--- src/rtl/keypad_scanner.sv ---
// 4x3 matrix keypad scanner: column drive, 2-FF row sync, frame debounce,
// and a single-press event FSM that rejects multi-key chords.
module keypad_scanner #(
   parameter int SCAN_DIV        = 1000,
   parameter int DEBOUNCE_FRAMES = 4
) (
   input  logic        clk,
   input  logic        rst,
   input  logic [3:0]  key_row,
   output logic [2:0]  key_col,
   output logic [11:0] key_pulse,
   output logic [3:0]  key_code,
   output logic        key_valid,
   output logic        key_held
);

   localparam int DW = (SCAN_DIV > 1) ? $clog2(SCAN_DIV) : 1;
   localparam int SW = $clog2(DEBOUNCE_FRAMES + 1);
   localparam logic [DW-1:0] DWELL_LAST = DW'(SCAN_DIV - 1);
   localparam logic [SW-1:0] STABLE_MAX = SW'(DEBOUNCE_FRAMES);

   typedef enum logic [1:0] {
      ST_IDLE,
      ST_PRESSED,
      ST_LOCKED
   } state_t;

   logic [3:0]    r_row_meta;
   logic [3:0]    r_row_sync;
   logic [DW-1:0] r_dwell;
   logic [1:0]    r_col;
   logic [2:0]    r_col_oh;
   logic [11:0]   r_raw;
   logic [11:0]   r_prev;
   logic [11:0]   r_deb;
   logic [SW-1:0] r_stable;
   state_t        r_state;
   logic [11:0]   r_pulse;
   logic [3:0]    r_code;
   logic          r_valid;
   logic          r_held;

   logic          w_last;
   logic          w_frame_done;
   logic [11:0]   w_frame;
   logic [SW-1:0] w_stable_nxt;
   logic          w_commit;
   logic [3:0]    w_nkeys;
   logic [3:0]    w_code;

   // Frame bits are indexed by key code, so a one-hot frame is the event itself.
   function automatic logic [3:0] f_key(input logic [1:0] row,
                                        input logic [1:0] col);
      logic [3:0] v;
      v = 4'd0;
      unique case (row)
         2'd0:    v = 4'd1 + {2'b00, col};
         2'd1:    v = 4'd4 + {2'b00, col};
         2'd2:    v = 4'd7 + {2'b00, col};
         default: v = (col == 2'd0) ? 4'd10 :
                      (col == 2'd1) ? 4'd0 : 4'd11;
      endcase
      return v;
   endfunction

   assign w_last       = (r_dwell == DWELL_LAST);
   assign w_frame_done = w_last && (r_col == 2'd2);

   always_comb begin
      w_frame = r_raw;
      for (int r = 0; r < 4; r++) begin
         w_frame[f_key(2'(r), r_col)] = r_row_sync[r];
      end
   end

   always_comb begin
      w_stable_nxt = SW'(1);
      if (w_frame == r_prev) begin
         w_stable_nxt = (r_stable == STABLE_MAX) ?
                        r_stable : r_stable + SW'(1);
      end
   end

   assign w_commit = w_frame_done &&
                     (w_stable_nxt == STABLE_MAX) &&
                     (w_frame != r_deb);

   always_comb begin
      w_nkeys = 4'd0;
      w_code  = 4'hF;
      for (int i = 0; i < 12; i++) begin
         if (w_frame[i]) begin
            w_nkeys = w_nkeys + 4'd1;
            w_code  = 4'(i);
         end
      end
   end

   always_ff @(posedge clk) begin
      if (rst) begin
         r_row_meta <= '0;
         r_row_sync <= '0;
         r_dwell    <= '0;
         r_col      <= 2'd0;
         r_col_oh   <= 3'b001;
         r_raw      <= '0;
         r_prev     <= '0;
         r_deb      <= '0;
         r_stable   <= '0;
         r_state    <= ST_IDLE;
         r_pulse    <= '0;
         r_code     <= 4'hF;
         r_valid    <= 1'b0;
         r_held     <= 1'b0;
      end else begin
         r_row_meta <= key_row;
         r_row_sync <= r_row_meta;
         r_pulse    <= '0;
         r_valid    <= 1'b0;

         if (w_last) begin
            r_dwell  <= '0;
            r_raw    <= w_frame;
            r_col    <= (r_col == 2'd2) ? 2'd0 : r_col + 2'd1;
            r_col_oh <= {r_col_oh[1:0], r_col_oh[2]};
         end else begin
            r_dwell <= r_dwell + DW'(1);
         end

         if (w_frame_done) begin
            r_prev   <= w_frame;
            r_stable <= w_stable_nxt;
         end

         // A fresh key is accepted only from IDLE, i.e. after a full release.
         if (w_commit) begin
            r_deb <= w_frame;
            unique case (r_state)
               ST_IDLE: begin
                  if (w_nkeys == 4'd1) begin
                     r_state <= ST_PRESSED;
                     r_pulse <= w_frame;
                     r_valid <= 1'b1;
                     r_code  <= w_code;
                     r_held  <= 1'b1;
                  end else if (w_nkeys >= 4'd2) begin
                     r_state <= ST_LOCKED;
                  end
               end
               ST_PRESSED: begin
                  r_held  <= 1'b0;
                  r_state <= (w_nkeys == 4'd0) ? ST_IDLE : ST_LOCKED;
               end
               ST_LOCKED: begin
                  if (w_nkeys == 4'd0) r_state <= ST_IDLE;
               end
               default: r_state <= ST_IDLE;
            endcase
         end
      end
   end

   assign key_col   = r_col_oh;
   assign key_pulse = r_pulse;
   assign key_code  = r_code;
   assign key_valid = r_valid;
   assign key_held  = r_held;

endmodule
--- config.mk ---
export PLATFORM = sky130hd
export DESIGN_NAME = keypad_scanner
export DESIGN_NICKNAME = d
export VERILOG_FILES = /design/src/rtl/keypad_scanner.sv
export SDC_FILE = /design/constraint.sdc
export NUM_CORES = 1
export LEC_CHECK = 0
export ABC_AREA = 0
export CORE_MARGIN = 2
export CORE_UTILIZATION = 55
export CTS_CLUSTER_DIAMETER = 60
export DETAILED_ROUTE_END_ITERATION = 8
export GPL_ROUTABILITY_DRIVEN = 0
export MAX_ROUTING_LAYER = met4
export PLACE_DENSITY_LB_ADDON = 0.25
export SLEW_MARGIN = 20
export SYNTH_ARGS = -nofsm -noshare
export SYNTH_HDL_FRONTEND = slang
export SYNTH_SLANG_ARGS = --single-unit
--- constraint.sdc ---
create_clock -name clk -period 20.2 [get_ports clk]
set_input_delay 2.02 -clock clk [delete_from_list [all_inputs] [get_ports clk]]
set_output_delay 2.02 -clock clk [all_outputs]
set_load 0.03 [all_outputs]
==> qor.yml <==
flow_run:
  cap_violations: 0
clocking:
  cts_max_level: 3
  path_clk_slew_ns: 0.08
  cts_tree: "done"
  post_cts_buffers: 0
  cts_buffers: 9
  clkSinkCount: 82
  cts_resized: 0
  clk_path_buf_depth: 2
  root_buffer: "clkbuf_8"
  postCtsHoldBufs: 0
  clock_latency_ns: 0.36
worst_setup_path:
  critical_path_class: "register to register"
  arrival_ns: 9.21
  ff2ff_setup_slack_ns: 11.28
  crit_path_end_kind: "register"
  cp_slowest_cell: "or4b_1"
  path_common_cell: "ha_1"
  cp-endpoint: "key_pulse[3]$_SDFF_PP0_"
  critPathRequiredTime_ns: 20.49
  cp-start-kind: "register"
  max_stage_delay_ns: 0.68
  reg2reg_depth: 36
  crit_start: "r_col[0]$_SDFFE_PP0N_"
  critPathMaxFanout: 18
  rr_startpoint: "r_col[0]$_SDFFE_PP0N_"
  worstReg2RegEnd: "key_pulse[3]$_SDFF_PP0_"
route:
  drt_iter0_drc: 199
  ant_nets: 0
  vias: 4071
  viasPerCell: 5.81
  drcViolationCount: 0
  first_pass_iters: 5
  detail_route.wl_per_cell_um: 16.1
  routed_wl_um: 11300
pwr:
  power_density_nw_per_um2: 60.5
  p_leak_uw: 0.00202
  ir_drop_uv: 40.2
yosys:
  yosysMostFrequentCell: "dfxtp_1"
  synthFlopType: "dfxtp_1"
  synthTopCellsByCount: "82 x dfxtp_1, 76 x nor2_1, 69 x nand2_1"
  synth_cell_types: 70
  syn_area_per_cell_um2: 8.35
  yosysWarnings: 0
  netlist_instances: 576
  synth_seq_cells: 82
  synth_area_um2: 4810
  syn_nets: 602
  synth-edff-count: 0
  ys_top_cells_by_area: "dfxtp_1 34%, xnor2_1 7.7%, nor2_1 5.9%, nand2_1 5.4%, ha_1 5.2%"
  synth_top_area_frac: 0.341
  yosysTopAreaCell: "dfxtp_1"
  seq_area_frac_synth: 0.341
  synthArstFlopShare: 0
layout:
  multiInputGateArea_um2: 2990
  layout-drive-gt1-share: 0.0911
  areaGrowthSynthToFinish_pct: 11.5
  fin_area_um2: 5360
  antenna_cells: 0
  stdcell_count: 701
  nNetsFinal: 617
  final_core_util: 0.624
  fillers: 763
  final-seq-area_um2: 1640
floorplan:
  die_area_um2: 9510
  die_width_um: 97.5
  ios: 27
  start_util: 0.560
  rows: 34
  core_area_um2: 8590
  die_y_um: 97.5
grt:
  grt_pass1_wl_um: 18600
  antenna_found_initial: 0
  grt_usage: 0.249
  grt_overflow: 0
  first_global_vias: 3834
  grt_max_degree: 63
timing:
  setup_viol: 0
  maxSlewViolCount: 0
  finalCritPeriodShare: 0.442
  skew_ns: 0.00958
  fmax_ghz: 0.112
  relSlewSlack: 0.402
  fin_crit_ns: 8.92
  fin_ws_ns: 11.28
  rsz0062_at_grt: "no"
  worst_slew_pin_slew_ns: 0.891
  hold_violations: 0
  fin_tns_setup_ns: 0
hold_path:
  hold_path.class: "register to register"
  min_path_cells: 1
placement:
  dp_cells: 688
  place_area_um2: 5130
  portBuffers: 26
  pre_cts_ws_ns: 11.40
  dpl.hpwl_um: 8100
run_status:
  status: "finished, final reports clean"
## critical path: cells and delay by family, from the launching register on
kind	cells	cell delay (ns)
flops	1	0.43
mux	2	0.73
xor+xnor	1	0.08
fa+ha+maj	10	3.07
buf+inv	2	0.29
simple gates	15	2.83
compound gates	6	1.43
## layer usage
metal,share of wire,routed length [um],vias to the layer above,track usage
met5,0,0,-,-
met4,0.032,359,0,0.131
met3,0.048,537,30,0.0345
met2,0.48,5380,122,0.401
met1,0.44,5030,1896,0.304
li1,-,-,2023,-
## flip-flops by register name, indices dropped and copies added (netlist names)
name / flops
r_prev: 12
r_row_meta: 4
key_held: 1
r_col: 2
key_code: 4
r_deb: 12
r_stable: 3
r_state: 2
r_dwell: 10
r_raw: 12
key_col: 3
r_row_sync: 4
key_pulse: 12
key_valid: 1
## how the worst min path moves through the flow
stage	from	endpoint
2_1_floorplan	r_row_meta[0]$_SDFF_PP0_	r_row_sync[0]$_SDFF_PP0_
3_3_place_gp	r_row_meta[3]$_SDFF_PP0_	r_row_sync[3]$_SDFF_PP0_
3_5_place_dp	r_row_meta[3]$_SDFF_PP0_	r_row_sync[3]$_SDFF_PP0_
4_1_cts	r_row_meta[3]$_SDFF_PP0_	r_row_sync[3]$_SDFF_PP0_
5_1_grt	r_row_meta[2]$_SDFF_PP0_	r_row_sync[2]$_SDFF_PP0_
6_report	r_row_meta[3]$_SDFF_PP0_	r_row_sync[3]$_SDFF_PP0_
## placed cells by master, fill, tap and decap left out, types with 5 or more instances in the layout
cell type        instances
mux2i_1                 14
nor2_1                  76
clkdlybuf4s50_1         25
a211oi_1                13
and2_1                   6
nor3_1                   7
nand2b_1                10
buf_4                    8
ha_1                    20
nor2b_1                 12
mux2_2                  11
o21a_1                   6
inv_1                   10
o211ai_1                 5
a21oi_1                 45
xor2_1                  11
clkbuf_8                10
xnor2_1                 42
o21ai_0                  9
and3_1                   6
nand3_1                 18
dfxtp_1                 82
a31oi_1                  7
nand2_1                 69
nand4_1                  5
## logic make-up after synthesis
| group | share of synthesized area |
|---|---|
| simple gates | 0.234 |
| compound gates | 0.156 |
| flops | 0.341 |
| xor+xnor | 0.118 |
| buf+inv | 0.0383 |
| mux | 0.0606 |
| fa+ha+maj | 0.0520 |
## area by class of cell
cell class | count | area share
Clock buffer | 10 | 0.0257
Clock inverter | 3 | 0.0168
Inverter | 12 | 0.00887
Multi-Input combinational cell | 452 | 0.558
Sequential cell | 82 | 0.306
Tap cell | 108 | 0.0252
Timing Repair Buffer | 34 | 0.0588
## per-stage QoR
| stage | power (uW) | hold WS [ns] |
|---|---|---|
| after floorplan | 185 | 0.414 |
| after global placement | 189 | 0.421 |
| after detailed placement | 190 | 0.422 |
| after CTS | 327 | 0.440 |
| after global routing | 336 | 0.459 |
| final | 324 | 0.437 |
## where the power goes
part	switching [uW]	internal (uW)
Combinational	12.8	9.61
Sequential	1.33	163
Clock	54.5	83.4
Total	68.7	256
Note: power is estimated with default switching activity, not from simulation.
